## src/rtl/md_sched_pkg.sv

```systemverilog
// Shared definitions for the HI/LO (multiply/divide) unit scheduler.
// Op codes are common to the scheduler and the arithmetic unit itself.
package md_sched_pkg;

    localparam logic [2:0] OP_MULT  = 3'd0;
    localparam logic [2:0] OP_MULTU = 3'd1;
    localparam logic [2:0] OP_DIV   = 3'd2;
    localparam logic [2:0] OP_DIVU  = 3'd3;
    localparam logic [2:0] OP_MTHI  = 3'd4;
    localparam logic [2:0] OP_MTLO  = 3'd5;
    localparam logic [2:0] OP_MSUB  = 3'd6;
    localparam logic [2:0] OP_NONE  = 3'd7;

    localparam int unsigned MUL_LAT_DEF = 5;
    localparam int unsigned DIV_LAT_DEF = 10;
    localparam int unsigned MOV_LAT_DEF = 1;

    typedef enum logic [1:0] {
        StIdle = 2'd0,
        StRun  = 2'd1,
        StRunP = 2'd2
    } md_state_e;

    typedef struct packed {
        logic [2:0]  op;
        logic [31:0] a;
        logic [31:0] b;
    } md_req_t;

    function automatic logic op_valid(input logic [2:0] op);
        return op != OP_NONE;
    endfunction

endpackage

```

## src/rtl/md_lat_cnt.sv

```systemverilog
// Occupancy counter for the HI/LO unit: loads the op latency on a start pulse
// and counts down to zero, flagging the last busy cycle.
module md_lat_cnt #(
    parameter int unsigned CntW = 8
) (
    input  logic            clk,
    input  logic            reset,
    input  logic            load,
    input  logic [CntW-1:0] lat,
    output logic            free_next,
    output logic            zero
);

    logic [CntW-1:0] cnt_q, cnt_d;

    always_comb begin
        cnt_d = cnt_q;
        if (load) begin
            cnt_d = lat;
        end else if (cnt_q != '0) begin
            cnt_d = cnt_q - 1'b1;
        end
    end

    always_ff @(posedge clk) begin
        if (reset) begin
            cnt_q <= '0;
        end else begin
            cnt_q <= cnt_d;
        end
    end

    assign zero      = (cnt_q == '0);
    assign free_next = (cnt_q == CntW'(1));

endmodule

```

## src/rtl/md_sched.sv

```systemverilog
// Issue scheduler and interlock for the EX-stage HI/LO unit: one op in flight,
// one pending slot, and the stall for structural and HI/LO read hazards.
module md_sched
    import md_sched_pkg::*;
#(
    parameter int unsigned MUL_LAT = MUL_LAT_DEF,
    parameter int unsigned DIV_LAT = DIV_LAT_DEF,
    parameter int unsigned MOV_LAT = MOV_LAT_DEF
) (
    input  logic        clk,
    input  logic        reset,
    input  logic        req_valid,
    input  logic [2:0]  req_op,
    input  logic [31:0] req_a,
    input  logic [31:0] req_b,
    input  logic        rd_req,
    input  logic        flush,
    output logic        md_start,
    output logic [2:0]  md_op,
    output logic [31:0] md_a,
    output logic [31:0] md_b,
    output logic        stall,
    output logic        md_idle
);

    localparam int unsigned MaxLat01 = (MUL_LAT > DIV_LAT) ? MUL_LAT : DIV_LAT;
    localparam int unsigned MaxLat   = (MaxLat01 > MOV_LAT) ? MaxLat01 : MOV_LAT;
    localparam int unsigned CntW     = $clog2(MaxLat + 1);

    function automatic logic [CntW-1:0] lat_of(input logic [2:0] op);
        case (op)
            OP_DIV, OP_DIVU:  return CntW'(DIV_LAT);
            OP_MTHI, OP_MTLO: return CntW'(MOV_LAT);
            default:          return CntW'(MUL_LAT);
        endcase
    endfunction

    md_state_e   state_q, state_d;
    md_req_t     pend_q, pend_d;
    logic        start_q, start_d;
    logic [2:0]  op_q, op_d;
    logic [31:0] a_q, a_d;
    logic [31:0] b_q, b_d;

    logic            cnt_free_next;
    logic            cnt_zero;
    logic [CntW-1:0] start_lat;
    logic            op_ok;
    logic            req_accept;
    logic            unit_free;

    assign start_lat = lat_of(op_q);

    md_lat_cnt #(
        .CntW (CntW)
    ) u_lat_cnt (
        .clk       (clk),
        .reset     (reset),
        .load      (start_q),
        .lat       (start_lat),
        .free_next (cnt_free_next),
        .zero      (cnt_zero)
    );

    assign op_ok      = op_valid(req_op);
    assign req_accept = req_valid & ~flush & op_ok & (state_q != StRunP);
    // Unit can take a new start next cycle; a start this cycle always occupies it.
    assign unit_free  = ~start_q & (cnt_free_next | cnt_zero);

    always_comb begin
        state_d = state_q;
        pend_d  = pend_q;
        start_d = 1'b0;
        op_d    = op_q;
        a_d     = a_q;
        b_d     = b_q;

        unique case (state_q)
            StIdle: begin
                if (req_accept) begin
                    start_d = 1'b1;
                    op_d    = req_op;
                    a_d     = req_a;
                    b_d     = req_b;
                    state_d = StRun;
                end
            end
            StRun: begin
                if (req_accept) begin
                    if (unit_free) begin
                        // Back-to-back: skip the pending slot entirely.
                        start_d = 1'b1;
                        op_d    = req_op;
                        a_d     = req_a;
                        b_d     = req_b;
                    end else begin
                        pend_d  = '{op: req_op, a: req_a, b: req_b};
                        state_d = StRunP;
                    end
                end else if (unit_free) begin
                    state_d = StIdle;
                end
            end
            StRunP: begin
                if (unit_free) begin
                    start_d = 1'b1;
                    op_d    = pend_q.op;
                    a_d     = pend_q.a;
                    b_d     = pend_q.b;
                    state_d = StRun;
                end
            end
            default: begin
                state_d = StIdle;
            end
        endcase
    end

    always_ff @(posedge clk) begin
        if (reset) begin
            state_q <= StIdle;
            pend_q  <= '0;
            start_q <= 1'b0;
            op_q    <= '0;
            a_q     <= '0;
            b_q     <= '0;
        end else begin
            state_q <= state_d;
            pend_q  <= pend_d;
            start_q <= start_d;
            op_q    <= op_d;
            a_q     <= a_d;
            b_q     <= b_d;
        end
    end

    assign md_start = start_q;
    assign md_op    = op_q;
    assign md_a     = a_q;
    assign md_b     = b_q;
    assign md_idle  = (state_q == StIdle);

    // A simultaneous req_valid/rd_req is illegal; the request takes precedence.
    assign stall = (req_valid & op_ok & (state_q == StRunP) & ~flush)
                 | (rd_req & ~req_valid & ~flush & ~md_idle);

endmodule

```

## config.mk

```make
export PLATFORM = sky130hd
export DESIGN_NAME = md_sched
export DESIGN_NICKNAME = d
export VERILOG_FILES = /design/src/rtl/md_sched_pkg.sv /design/src/rtl/md_lat_cnt.sv /design/src/rtl/md_sched.sv
export SDC_FILE = /design/constraint.sdc
export NUM_CORES = 1
export LEC_CHECK = 0
export ABC_AREA = 1
export BUFFER_PORTS_ARGS = -buffer_cell sky130_fd_sc_hd__buf_2
export CORE_UTILIZATION = 50
export CTS_BUF_LIST = sky130_fd_sc_hd__clkbuf_2
export CTS_CLUSTER_SIZE = 14
export DETAILED_ROUTE_END_ITERATION = 8
export HOLD_SLACK_MARGIN = 0.05
export PLACE_DENSITY = 0.77
export SLEW_MARGIN = 20
export SYNTH_ARGS = -nofsm -noshare
export SYNTH_HDL_FRONTEND = slang
export SYNTH_SLANG_ARGS = --single-unit
```

## constraint.sdc

```tcl
create_clock -name clk -period 1.3 [get_ports clk]
set_input_delay 0 -clock clk [delete_from_list [all_inputs] [get_ports clk]]
set_output_delay 0 -clock clk [all_outputs]
set_load 0.005 [all_outputs]
```

==> impl.org, run 1 <==
** Status
- Status :: stopped before the end
- The stage where the run came to a stop is 5_1_grt.
- The first error in the log reads "[ERROR GRT-0232] Routing congestion too high. Check the congestion heatmap in the GUI".

** Floorplan
- The die is 121 µm wide.
- Row generation in the floorplan step produced 43 rows.
- Die extent in y :: 121 µm
- Starting density of the core :: 0.510
- IO Count :: approximately 140

** Clock network
- In this run the clock root is driven by a clkbuf_2.
- Buffers inserted during clock tree synthesis total 17.
- The clock drives 141 sinks.
- Counting along the longest clock path gives a buffer depth of 2.
- In this run the number of H-tree levels came out at 4.

** Global routing
- Global routing finished with a remaining overflow of 39.
- Entering global routing, the biggest net connects 86 pins.
- GRT Util Overall :: 0.754

** Timing
- After the last repair the worst path ends at a primary output.
- Worst EP post-GRT repair :: stall

** Placement
- At the end of routability-driven placement, the weighted congestion stood at 0.800.
- Number of I/O port buffers :: 141
- Post-DP HPWL :: 10700 µm
- Post-Place Setup Slack :: -152 ps

** Logic synthesis
- Synthesis handed over a netlist of between 1000 and 1500 instances.
- After synthesis, the mean cell area works out to 6.17 µm².
- Post-synthesis register bit count :: 141
- Count of synthesis-stage warnings from yosys :: 0
- Number of distinct library cells after synthesis :: 25
- Area of the mapped netlist :: 7050 µm²
- The share of the Yosys chip area taken by registers is 0.401.
- Post-synthesis net count :: 1217
logic make-up after synthesis:
family          synth area share
simple gates               0.369
buf+inv                    0.168
flops                      0.401
compound gates            0.0547
fa+ha+maj                0.00533
xor+xnor                 0.00249
cell usage after synthesis:
cell type    n  area, µm²
a211oi_1     2       15.0
dfxtp_1    141       2820
xnor2_1      2       17.5
nor2_4       1       11.3
or2_2        1       6.26
clkinv_2     1       5.00
o21ai_1     11       55.1
a21oi_1      2       10.0
ha_1         3       37.5
clkbuf_1    26       97.6
nand4_1      2       12.5
buf_2       26        130
inv_2        7       26.3
nor2_1     206        773
buf_6        8       90.1
nand3_1    139        696
nand2_1    280       1050
inv_1      206        773
nand3_2      2       20.0
a31oi_1      1       6.26
buf_1        6       22.5
buf_4        5       37.5
nand2_2      5       31.3
o32ai_1      1       8.76
o21ai_0     58        290
metal layers:
layer  GRT overflow  global-route usage
met1              0               0.755
met2             20               0.929
met3              0               0.599
met4             19               0.762
met5              0               0.125
per-stage QoR:
| step | area [µm²] | instances |
|---|---|---|
| 3_5_place_dp | 8220 | 1428 |
| 4_1_cts | 12200 | 1667 |
| 2_1_floorplan | 7260 | 1142 |
| 3_3_place_gp | 8220 | 1428 |
what timing repair did:
action                                 in CTS
setup endpoints to repair                 145
gates resized for setup                   355
endpoints found under the hold margin     141
setup buffers                              39
pin swaps                                  93
hold buffers                              134
cloned                                     38
==> inputs of run 2 (changes only) <==
Settings changed: CORE_UTILIZATION 50 to 35, CTS_BUF_LIST sky130_fd_sc_hd__clkbuf_2 to not set, CTS_CLUSTER_SIZE 14 to not set, HOLD_SLACK_MARGIN 0.05 to not set, PLACE_DENSITY 0.77 to not set, PLACE_DENSITY_LB_ADDON set to 0.15.
Clock period 1.3 ns to 1.7 ns, I/O delays scaled along.
==> run 2 against run 1 <==
The run now ends clean. Synthesized cell count did not move. Area after synthesis did not move.
==> impl.org, run 2 <==
** Logic synthesis
- Cell accounting for the most synthesized area :: dfxtp_1
- Sequential share of the synthesized area :: 0.401 (unchanged)
- Yosys instantiated no cell more often than nand2_1.
- The synthesized net count came to 1217 (unchanged).
- The number of enable flip-flop cells after synthesis came to 0 (unchanged).
- Leading post-synthesis cells by cell area :: dfxtp_1, nand2_1, inv_1
- After synthesis, the most frequently instantiated cells are nand2_1, inv_1, nor2_1, dfxtp_1, nand3_1.
- The most used flip-flop cell after synthesis is dfxtp_1.
- Avg Inst Size Synth :: 6.17 µm² (unchanged)
- The area of the mapped netlist was 7050 µm² (unchanged).
- Cell count after synthesis :: 1142 (unchanged)
- The proportion of synthesized flip-flops having asynchronous set or reset was 0 (unchanged).
- Count of synthesis-stage warnings from yosys :: 0 (unchanged)
- The proportion of netlist area held by the largest area contributor is 0.401 (unchanged).
- Post-synthesis register bit count :: 141 (unchanged)
- Number of distinct library cells after synthesis :: 25 (unchanged)

** Final layout
- Number of nets in the layout :: around 1400
- In the final layout, the share of cells above drive strength 1 is 0.165.
- The register with the most flip-flops in the layout has 67 of them.
- Post-synthesis to final-layout area growth :: 34.4%
- Register containing the most flip-flops in the final layout :: pend_q
- Antenna diode count :: 0
- Share of the core filled with cells in the final layout :: 0.483
- In the layout the commonest cells are nand2_1, nor2_1, inv_1, buf_2.
- Leaving out fill and tap cells, the most frequent cell in the layout is nand2_1.

** Pwr
- Logic pwr share :: 0.232
- Cell internal power was estimated by the tool at 0.00715 W.
- Of the total power, the clock network draws 0.390.
- Part of the total power dissipated in sequential elements :: 0.378
- Of the total power, the share spent switching nets is 0.295.
- Leakage Power :: 5.02 nW
- Dividing total power by cell area gives a power density of 1070 nW/µm².
- Psw :: roughly 0.0030 W
- IR analysis of the VDD net gives a maximum drop of 0.000705 V.

** Timing
- # setup viols final :: 0
- The final hold violation count was 0.
- For the final database, setup skew stands at ~9.0 ps.
- The number of pins exceeding their max-slew limit in the final report was 0.
- Final worst hold slack :: 181 ps
- For the pin with the worst max-slew slack, the measured transition is 493 ps.
- Measured against its own limit, the worst slew margin works out to 0.671.
- The worst path in the final design needs a cycle of 1610 ps, including I/O delays and setup.
- Adding up every negative setup slack in the final design gives 0 ps.
- Derived from the worst setup path, the maximum achievable clock frequency is about 0.62 GHz.
- Period utilization :: 0.947

** Global routing
- Across every metal layer, demand over resource in global routing totals 0.191.
- Initial antenna violation count :: 0
- Maximum number of pins on one net before global-route repair :: slightly below 70
- First-pass GRT wire length :: 31200 µm
- The number of global-route vias before repair is 6515.
- Total gr overflow :: 0

** Routing
- In the routed layout, each cell is associated on average with a via count of 4.41.
- Number of nets with antenna violations after routing :: 0
- DR DRC count :: 0
- The routed layout has 7055 vias.
- Total wire length after detailed routing :: 19900 µm
- Iteration-0 DRC count of the detailed router :: about 360
- Number of search-and-repair iterations in the first detailed-routing pass :: 5
- Average wire per cell in the routed design :: 12.4 µm

** Clock network
- The number of CTS-inserted buffers came to 17 (unchanged).
- TritonCTS built the clock tree.
- Deepest level of the CTS H-tree :: 4 (unchanged)
- Clk slew on worst S/H paths :: 50 ps
- Max Root-Sink Buffers :: 2 (unchanged)
- CTS Root Cell :: clkbuf_16
- At the later pin of the worst-skew pair, clock insertion delay measures 420 ps.
- The number of sinks handled by clock tree synthesis was 141 (unchanged).

** Worst setup path
- The critical path contains buffers and inverters numbering 3 combined.
- Top delay family on crit path :: buffers and inverters
- On the worst path, the slowest cell contributes a delay of 400 ps.
- Critical path's slowest cell :: dfxtp_1
- Data arrival at the endpoint of the critical path :: 1610 ps
- Crit start category :: register
- The worst setup path is of the register to primary output kind.
- Largest fanout on the critical path :: 68
- STA classifies the critical path endpoint as a primary output.
- Chain of cells forming the critical path :: inv_2, nand2_2, buf_12, o32ai_1, buf_2
- CP Data Required Time :: 1700 ps

** Floorplan
- The starting utilization of the core area came to 0.360 (-0.150).
- The count of pins on the block boundary was 142 (unchanged).
- The die covers 20700 µm².
- The row count was 51 (+19%).
- The die outline height came to 144 µm (+19%).
- The floorplan die width came to 144 µm (+19%).
- CORE AREA :: 19600 µm²

** Flow run
- The tool flagged a number of max-cap violations equal to 0.

** Placement
- Number of I/O port buffers :: 141 (unchanged)
- The final weighted congestion of routability-driven global placement is 0.773 (-3.3%).
- The half-perimeter wire length of the detailed placement result was 11500 µm (+7.5%).

** Status
- Status :: complete, no violations

** Min path
- Type of the tightest min-delay check :: input port to register
## run 2: metrics by stage
| stage | power (W) | setup WS (ps) | instance area (µm²) | cells |
|---|---|---|---|---|
| finish | 0.0101 | 89.9 | 9470 | 1601 |
| global route | 0.0107 | -4.19 | 9470 | 1601 |
| CTS | 0.0101 | 52.6 | 9350 | 1596 |
| detailed placement | 0.00603 | 86.9 | 8040 | 1496 |
| global placement | 0.00601 | 135 | 8040 | 1496 |
| floorplan | 0.00530 | 220 | 7050 | 1142 |
## run 2: repair_timing
action                     CTS  global route
hold endpoints to repair    76             0
hold buffers                68             0
setup buffers                0             1
setup endpoints to repair    0           111
resized for setup            0            12
## run 2: area by class of cell
cell class,count,area (µm²)
Clock buffer,22,494
Fill cell,2071,10100
Timing Repair Buffer,233,1820
Sequential cell,141,2830
Tap cell,265,332
Multi-Input combinational cell,716,3050
Inverter,214,812
Clock inverter,10,135
## run 2: worst paths after layout
check / endpoint / cells past startpoint / slack, ps / start
max: stall / 5 / 90 / state_q[0]
min: state_q[0] / 6 / 180 / req_valid
max reg2reg: pend_q[28] / 9 / 120 / u_lat_cnt.cnt_q[0]
min reg2reg: pend_q[56] / 2 / 480 / pend_q[56]
## run 2: power groups by stage
| stage | clock network [W] | registers [W] | logic [W] |
|---|---|---|---|
| floorplan | 0 | 0.00389 | 0.00141 |
| global placement | 0 | 0.00389 | 0.00212 |
| detailed placement | 0 | 0.00389 | 0.00214 |
| CTS | 0.00404 | 0.00382 | 0.00227 |
| global route | 0.00419 | 0.00387 | 0.00268 |
| finish | 0.00395 | 0.00383 | 0.00236 |
## run 2: cells by family after synthesis
family                   Yosys count  synth area share
adder cells (fa/ha/maj)            3           0.00533
XOR/XNOR                           2           0.00249
AND/OR/NAND/NOR                  636             0.369
buffers and inverters            285             0.168
AO/OA/AOI/OAI                     75            0.0547
flip-flops                       141             0.401
## run 2: worst register-to-register path: stages (launching register included)
cell and delay (ps):
dfxtp_2 360, inv_2 60, ha_1 210, inv_1 50
nand2_1 70, nand3_2 110, nand2_2 140, buf_12 220
o21ai_0 200, nor2_1 50
## run 2: per-layer routing
metal / vias up / track usage / part of all wire
met3: 15 / 0.0393 / 0.039
met4: 0 / 0.0571 / 0.0093
li1: 3754 / - / -
met2: 136 / 0.326 / 0.47
met1: 3150 / 0.240 / 0.48
met5: - / 0 / 0
No activity file was read; power rests on OpenSTA's default activity.
==> inputs of run 3 (changes only) <==
Settings changed: SYNTH_HIERARCHICAL set to 1.
==> run 3 against run 2 <==
The run now ends with negative setup slack left. Largest power group is now registers. Combinational power up 51%. Synthesized cell count shrank 22%. Sequential share of layout area is 0.31 points lower.
==> impl.org, run 3 <==
** Final layout
- The total non-filler cell area in the finished layout came to 9570 µm² (+1.1%).
- The proportion of layout cells with a drive suffix above 1 came to 0.336 (+0.171).
- Multi-input combinational cell area :: 3590 µm² (+18%)
- Flip-flop count of the largest register after layout :: 67 (unchanged)
- The count of filler cells inserted in the layout came to 1642 (-21%).
- The layout net count is 1177 (-16%).
- Relative to the synthesized area, the layout overhead comes to 54.1%.
- Commonest cells after routing, fill and taps aside :: nand2_1, buf_2, dfxtp_1, nand3_1, nor2_1
- Most common cell after layout, fill and taps aside :: nand2_1
- pend_q holds more flip-flops than any other register.
- Seq. cell area :: 2830 µm² (about the same)
- Antenna diode count :: 0 (unchanged)

** Logic synthesis
- The commonest cells after synthesis are nand2_1, nor2_1, dfxtp_1, nand3_1, a21oi_1.
- Synth Flop Type :: dfxtp_1
- Post-synthesis register bit count :: 141 (unchanged)
- Cell accounting for the most synthesized area :: dfxtp_1
- Area of the mapped netlist :: 6210 µm² (-12%)
- The sequential area share after synthesis came to 0.454 (+0.0538).
- Avg Inst Size Synth :: 6.96 µm² (+13%)
- Number of flops mapped to enable cells by yosys :: 0 (unchanged)
- The synthesis warning total came to 6 (+6).
- The synthesized net count was 967 (-21%).
- Post-synthesis async set-or-reset flop share :: 0 (unchanged)
- Most frequent cell after synthesis :: nand2_1
- Cell count after synthesis :: 893 (-22%)
- By area the synthesized netlist is led by dfxtp_1, nand2_1, nand3_1.
- The number of distinct standard cells referenced by the synthesized netlist was 26 (+4.0%).
- Portion of synthesized cell area occupied by the leading cell type :: 0.454 (+0.0538)

** Floorplan
- Horizontal extent of the die :: 135 µm (-6.0%)
- Num rows :: 48 (-5.9%)
- Starting density of the core :: 0.359 (-0.000553)
- Die extent in y :: 135 µm (-6.0%)
- The core region area came to 17300 µm² (-12%).
- The floorplan die area is 18300 µm² (-12%).
- The count of pins on the block boundary was 142 (unchanged).

** Routing
- Via density :: 5.07 (+15%)
- The overall routed net length is 22400 µm (+12%).
- Number of nets with antenna violations after routing :: 0 (unchanged)
- The initial detailed-routing violation count is 475 (+33%).
- Number of search-and-repair iterations in the first detailed-routing pass :: 5 (unchanged)
- The routed length per placed instance came to 16.7 µm (+34%).
- Overall via count from detail_route :: 6791 (-3.7%)
- DR DRC count :: 0 (unchanged)

** Global routing
- The maximum number of pins on one net before global-route repair came to 73 (+5.8%).
- The total track usage is 0.209 (+0.0181).
- Initial antenna violation count :: 0 (unchanged)
- Vias in the first global route :: 5927 (-9.0%)
- Total gr overflow :: 0 (unchanged)
- The global-route wire length before repair is 30300 µm (-2.9%).

** Worst setup path
- Top delay family on crit path :: simple AND/OR/NAND/NOR gates
- On the critical path, the stage with the largest delay is an instance of dfxtp_2.
- Crit start category :: register
- The critical path is of the register to register type.
- The combined buffer and inverter count along the critical path is 3 (unchanged).
- The worst setup path is captured at a register.
- Most common cell on crit path :: nand2_8
- Data arrival at the endpoint of the critical path :: 2100 ps (+490 ps)
- CP Data Required Time :: 2050 ps (+350 ps)
- Chain of cells forming the critical path :: inv_2, ha_4, nand2_4, nor2_4, o21ai_4, buf_12, nand2_8, nand2_8, clkbuf_16, nand2_2, a21oi_2
- Largest fanout on the critical path :: 8 (-88%)
- The critical path's largest stage delay is 340 ps (-60 ps).

** Flow run
- The max-cap check violation count came to 0 (unchanged).

** Timing
- The portion of the clock cycle consumed by the worst path in the final layout came to 1.03 (+0.0869).
- Final WS setup :: -57.9 ps (-148 ps)
- The number of endpoints failing setup at the final stage is 76 (+76).
- The slew of the pin with the lowest slew margin came to 462 ps (-31.4 ps).
- The tightest slew margin relative to the limit came to 0.692 (+0.0209).
- The summed negative setup slack over all endpoints was -1670 ps (-1670 ps).
- Setup repair after global routing missed its margin :: yes
- Final count of hold timing violations :: 0 (unchanged)
- Period minus WS final :: 1760 ps (+148 ps)
- The highest achievable clock rate is 0.569 GHz (-8.4%).
- The setup clock skew after layout was 6.87 ps (-2.16 ps).
- Slew Viols, Final :: 0 (unchanged)

** Clock network
- Max Root-Sink Buffers :: 2 (unchanged)
- CTS tree :: done
- The number of sinks handled by clock tree synthesis was 141 (unchanged).
- Clk slew on worst S/H paths :: 60 ps (about the same)
- The tree is rooted in a clkbuf_16.
- Deepest level of the CTS H-tree :: 4 (unchanged)
- Cts bufs inserted :: 17 (unchanged)
- Clk_lat worst skew :: 410 ps (about the same)

** Placement
- Routability congestion estimate from global placement :: 0.747 (-3.4%)
- Number of I/O port buffers :: 141 (unchanged)
- The half-perimeter wire length of the detailed placement result is 11100 µm (-3.9%).
- Post-Place Setup Slack :: -52.1 ps (-139 ps)
- DP Area :: 7190 µm² (-10%)

** Min path
- Type of the tightest min-delay check :: input port to register

** Status
- Violated checks :: negative setup slack
- The run finished, with violations left.

** Pwr
- Leakage Power :: 4.31 nW (-14%)
- Total power per unit cell area :: 1130 nW/µm² (+5.1%)
- Worst supply voltage drop on vdd :: 0.000876 V (+24%)
[run 3: through the flow]
stage / utilization / instances / hold slack, ps / power, W
after floorplan: - / 893 / 69.1 / 0.00537
after global placement: 0.416 / 1213 / 240 / 0.00624
after detailed placement: 0.416 / 1213 / 249 / 0.00625
after CTS: 0.485 / 1311 / 94.6 / 0.00971
after global routing: 0.553 / 1339 / 145 / 0.0113
final: 0.553 / 1339 / 125 / 0.0108
[run 3: cell families after synthesis]
group | share of synthesized area
buffers and inverters | 0.0709
XOR/XNOR | 0.00141
adder cells (fa/ha/maj) | 0.00403
flip-flops | 0.454
AO/OA/AOI/OAI | 0.118
AND/OR/NAND/NOR | 0.351
[run 3: report_power, final]
group / switching (W) / total, W / internal, W
Clock: 0.00140 / 0.00332 / 0.00191
Sequential: 0.000232 / 0.00389 / 0.00366
Combinational: 0.00200 / 0.00357 / 0.00157
Total: 0.00363 / 0.0108 / 0.00714
[run 3: repair_timing]
| item | 4_1_cts | 5_1_grt |
|---|---|---|
| setup buffers | 1 | 6 |
| pin swaps | 0 | 27 |
| gates resized for setup | 3 | 190 |
| hold buffers | 67 | 0 |
| endpoints found under the setup margin | 46 | 135 |
| gates cloned | 0 | 22 |
| hold endpoints to repair | 132 | 0 |
[run 3: per-layer routing]
metal / GRT usage / wire [µm] / up-vias
met4: 0.0499 / 201 / 0
met1: 0.286 / 10200 / 3196
met3: 0.0445 / 1310 / 16
li1: - / - / 3347
met5: 0 / 0 / -
met2: 0.335 / 10700 / 232
[run 3: path summary, 6_finish.rpt]
path / slack [ps] / start / to / depth (start not counted)
worst min-delay path: 120 / reset / md_a[12] / 3
worst max-delay path: -60 / u_lat_cnt/cnt_q[0] / md_a[17] / 11
worst min register to register: 450 / md_b[30] / md_b[30] / 2
worst max register to register: -60 / u_lat_cnt/cnt_q[0] / md_a[17] / 11
[run 3: worst reg2reg max path, cell delays in order, from the launching register on]
cell,delay (ps)
dfxtp_2,340
inv_2,50
ha_4,160
nand2_4,80
nor2_4,40
o21ai_4,210
buf_12,140
nand2_8,90
nand2_8,160
clkbuf_16,220
nand2_2,70
a21oi_2,130
[run 3: final cells by class]
class / count / area share
Multi-Input combinational cell: 664 / 0.375
Tap cell: 225 / 0.0294
Timing Repair Buffer: 262 / 0.239
Sequential cell: 141 / 0.295
Clock inverter: 7 / 0.00445
Clock buffer: 23 / 0.0489
Inverter: 17 / 0.00797
==> inputs of run 4 (changes only) <==
Settings changed: ABC_AREA 1 to not set, HOLD_SLACK_MARGIN set to 0.1, SYNTH_HIERARCHICAL 1 to not set.
==> run 4 against run 3 <==
The flow still finishes with violations (negative setup slack). Cell area rose by 5.9%. Global-route usage fell by 3.5 points. Non-clock buffer count rose by 10. Critical endpoint is now md_a[20]. Largest power group unchanged. Clock skew rose by 2.7 ps. Sequential power barely moved. Area after synthesis rose by 14%. Setup slack got worse by 130 ps. Critical path type unchanged. Synthesized cell count fell by 12%. Total power fell by 3.3%. Clock power rose by 2%.
==> impl.org, run 4 <==
** Status
- The flow ran to the end, but the final reports show violations.
- Violated checks :: negative setup slack

** Worst setup path
- Crit start category :: register
- The critical path required time was 2000 ps (-50 ps).
- The worst register-to-register path begins at state_q[1].
- Critical path start-end classification :: register to register
- Reg2Reg Depth :: 6 (-5)
- Data arrival at the endpoint of the critical path :: 2190 ps (+90 ps)
- The largest fanout on the critical path was 6 (-2).
- In this run the critical register-to-register path is captured at md_a[20].
- The worst setup path is captured at a register.
- The worst setup slack for register-to-register paths came to -190 ps (-130 ps).

** Placement
- Count of placed standard cells including taps :: 1167 (-3.8%)
- DP Area :: 8260 µm² (+15%)
- The setup slack at placement came to -176 ps (-124 ps).
- Routability congestion estimate from global placement :: 0.725 (-2.9%)
- The half-perimeter wire length of the detailed placement result was 10200 µm (-7.9%).
- Number of I/O port buffers :: 141 (unchanged)

** Min path
- The hold-critical path depth is 4 (+1).
- The worst hold path terminates at state_q[0].
- Origin of the worst min-delay path :: req_valid
- Type of the tightest min-delay check :: input port to register

** Routing
- The routed length per placed instance was 14.0 µm (-16%).
- The overall routed net length was 18100 µm (-19%).
- The final antenna-violating net count is 0 (unchanged).
- The vias after detailed routing is 5831 (-14%).
- The initial detailed-routing violation count is 218 (-54%).
- Via density :: 4.52 (-11%)
- Highest layer used for signal routing :: met4
- The total length of routed met3 wires came to 768 µm (-42%).
- The detailed-routing iteration count for the pre-antenna-repair pass is 4 (-1).
- The met1 routed wirelength after detailed routing is 8830 µm (-14%).
- The sum of met2 wire segment lengths after detailed routing is 8270 µm (-23%).
- DR DRC count :: 0 (unchanged)

** Logic synthesis
- The synthesized net count was 862 (-11%).
- Number of distinct library cells after synthesis :: 34 (+31%)
- Sequential share of the synthesized area :: 0.399 (-0.0556)
- The average cell area after synthesis is 8.99 µm² (+29%).
- Number of flops mapped to enable cells by yosys :: 0 (unchanged)
- The proportion of synthesized flip-flops having asynchronous set or reset is 0 (unchanged).
- The most common cell in the synthesized netlist is dfxtp_1.
- Among all flip-flop cells after synthesis, the most frequent one is dfxtp_1.
- After synthesis, the cell types taking the most area are dfxtp_1, nand2b_1, mux2i_1.
- Post-synthesis register bit count :: 141 (unchanged)
- Most instantiated cells after synthesis :: dfxtp_1, nand2_1, nand2b_1, a21oi_1, nor2b_1
- Area of the mapped netlist :: 7080 µm² (+14%)
- Of all cell types, the one taking the most synthesized area is dfxtp_1.
- The cell count after synthesis came to 787 (-12%).
- The synthesis warning total is 0 (-6).
- Portion of synthesized cell area occupied by the leading cell type :: 0.399 (-0.0556)

** Timing
- # setup viols final :: 98 (+29%)
- The setup clock skew after layout was 9.56 ps (+2.69 ps).
- Final WS setup :: -186 ps (-128 ps)
- Period minus WS final :: 1890 ps (+128 ps)
- Worst Tran Pin Value :: 474 ps (+12.5 ps)
- The tightest slew margin relative to the limit is 0.684 (-0.00833).
- Final count of hold timing violations :: 0 (unchanged)
- Slew Viols, Final :: 0 (unchanged)
- Setup repair after global routing missed its margin :: yes
- Period utilization :: 1.11 (+0.0755)
- Total Negative Setup Slacks :: -9760 ps (-8080 ps)
- Peak Freq :: 0.530 GHz (-6.8%)

** Pwr
- The net switching power of the design was 0.00286 W (-21%).
- Internal Dissipation :: 0.00755 W (+5.8%)
- Total power per unit cell area :: 1030 nW/µm² (-8.7%)
- The maximum VDD drop is 0.000623 V (-29%).
- Logic pwr share :: 0.304 (-0.027)
- The share of total power in the clock network came to 0.324 (+0.016).
- Net Sw Frac :: 0.275 (-0.0621)
- The static leakage came to 4.30 nW (-0.35%).
- The power share of the sequential group is 0.372 (+0.011).

** Clock network
- The number of CTS-inserted buffers is 17 (unchanged).
- CTS tree :: done
- Clk slew on worst S/H paths :: 60 ps (about the same)
- The worst-case clock buffer depth came to 2 (unchanged).
- The H-tree depth was 4 (unchanged).
- Clk_lat worst skew :: 410 ps (about the same)
- CTS Root Cell :: clkbuf_16
- The number of sinks handled by clock tree synthesis came to 141 (unchanged).

** Final layout
- Number of nets in the layout :: 1091 (-7.3%)
- Post-synthesis to final-layout area growth :: 43.3%
- Final cell count without fillers :: 1290 (-3.7%)
- Layout cell share with drive strength beyond 1 :: 0.310 (-0.0255)
- More flip-flops sit in one register than any other, and that register is pend_q.
- The total non-filler cell area in the finished layout is 10100 µm² (+5.9%).
- Commonest cells after routing, fill and taps aside :: buf_2, dfxtp_1, nand2_1, nand2b_1, a21oi_1
- Total of fill cells in the finished design :: 1878 (+14%)
- The flip-flop count of the largest register after layout came to 67 (unchanged).
- Most common cell after layout, fill and taps aside :: buf_2
- Multi-input combinational cell area :: 4120 µm² (+15%)
- The number of antenna diodes is 0 (unchanged).
- Seq. cell area :: 2830 µm² (+0.13%)

** Global routing
- The initial antenna violation count came to 0 (unchanged).
- The maximum number of pins on one net before global-route repair is 63 (-14%).
- The number of global-route vias before repair was 5468 (-7.7%).
- The total track usage came to 0.174 (-0.0348).
- The global route total overflow is 0 (unchanged).
- First-pass GRT wire length :: 27900 µm (-7.9%)

** Floorplan
- Starting density of the core :: 0.360 (+0.000977)
- The floorplan die width came to 144 µm (+6.6%).
- The die outline height is 144 µm (+6.6%).
- CORE AREA :: 19700 µm² (+14%)
- IO Count :: 142 (unchanged)
- The floorplan die area is 20800 µm² (+14%).
- The row count came to 51 (+6.3%).

** Flow run
- Max capacitance violation total :: 0 (unchanged)
[run 4: cell families (layout without fill, tap and decap cells)]
kind of cell               Yosys count  in the layout  synth area share
and+or+nand+nor                    360            360             0.270
AOI/OAI and AO/OA                   81             81            0.0631
buffers and inverters               65            303            0.0474
xor gates and xnor gates             3              3           0.00371
muxes                              134            134             0.211
adders and majority gates            3              3           0.00530
DFF                                141            141             0.399
[run 4: cell type report]
cell class,instances,area share
Tap cell,265,0.0327
Timing Repair Buffer,272,0.229
Sequential cell,141,0.279
Inverter,3,0.00136
Clock buffer,20,0.0441
Clock inverter,8,0.00716
Multi-Input combinational cell,581,0.406
[run 4: routing by layer]
layer | vias to the layer above | global-route usage
met5 | - | 0
met2 | 129 | 0.286
met4 | 0 | 0.0571
met3 | 17 | 0.0374
li1 | 3029 | -
met1 | 2656 | 0.226
[run 4: how the worst max path moves through the flow]
| stage | start | to | slack (ps) | depth (start not counted) |
|---|---|---|---|---|
| after floorplan | md_start | md_a[11] | -130 | 7 |
| after global placement | state_q[1] | md_a[8] | -150 | 5 |
| after detailed placement | state_q[1] | md_op[0] | -180 | 5 |
| after CTS | state_q[1] | md_b[31] | -180 | 6 |
| after global routing | state_q[1] | md_b[19] | -220 | 6 |
| final | state_q[1] | md_a[20] | -190 | 6 |
[run 4: repair_timing]
action                     CTS  global route
gates cloned                 9             3
buffers inserted            15             1
setup endpoints to repair  134           133
gates resized for setup     38            28
hold buffers                68             0
hold endpoints to repair   136             0
pin swaps                    3             2
[run 4: power by group through the flow]
stage	clock (W)	sequential (W)	combinational (W)
finish	0.00338	0.00388	0.00316
global route	0.00361	0.00392	0.00344
CTS	0.00348	0.00385	0.00296
detailed placement	0	0.00391	0.00238
global placement	0	0.00391	0.00237
floorplan	0	0.00393	0.00151
[run 4: critical path, stage by stage (launching register included)]
cell,delay (ps)
dfxtp_2,320
or4b_4,530
o32ai_4,120
a21o_4,190
buf_4,170
clkbuf_16,150
mux2_4,290
[run 4: metrics by stage]
| step | hold WS (ps) | util | power (W) |
|---|---|---|---|
| 3_3_place_gp | 280 | 0.420 | 0.00629 |
| 4_1_cts | 154 | 0.508 | 0.0103 |
| 3_5_place_dp | 280 | 0.420 | 0.00629 |
| 6_report | 171 | 0.516 | 0.0104 |
| 2_1_floorplan | 140 | - | 0.00544 |
| 5_1_grt | 185 | 0.516 | 0.0110 |
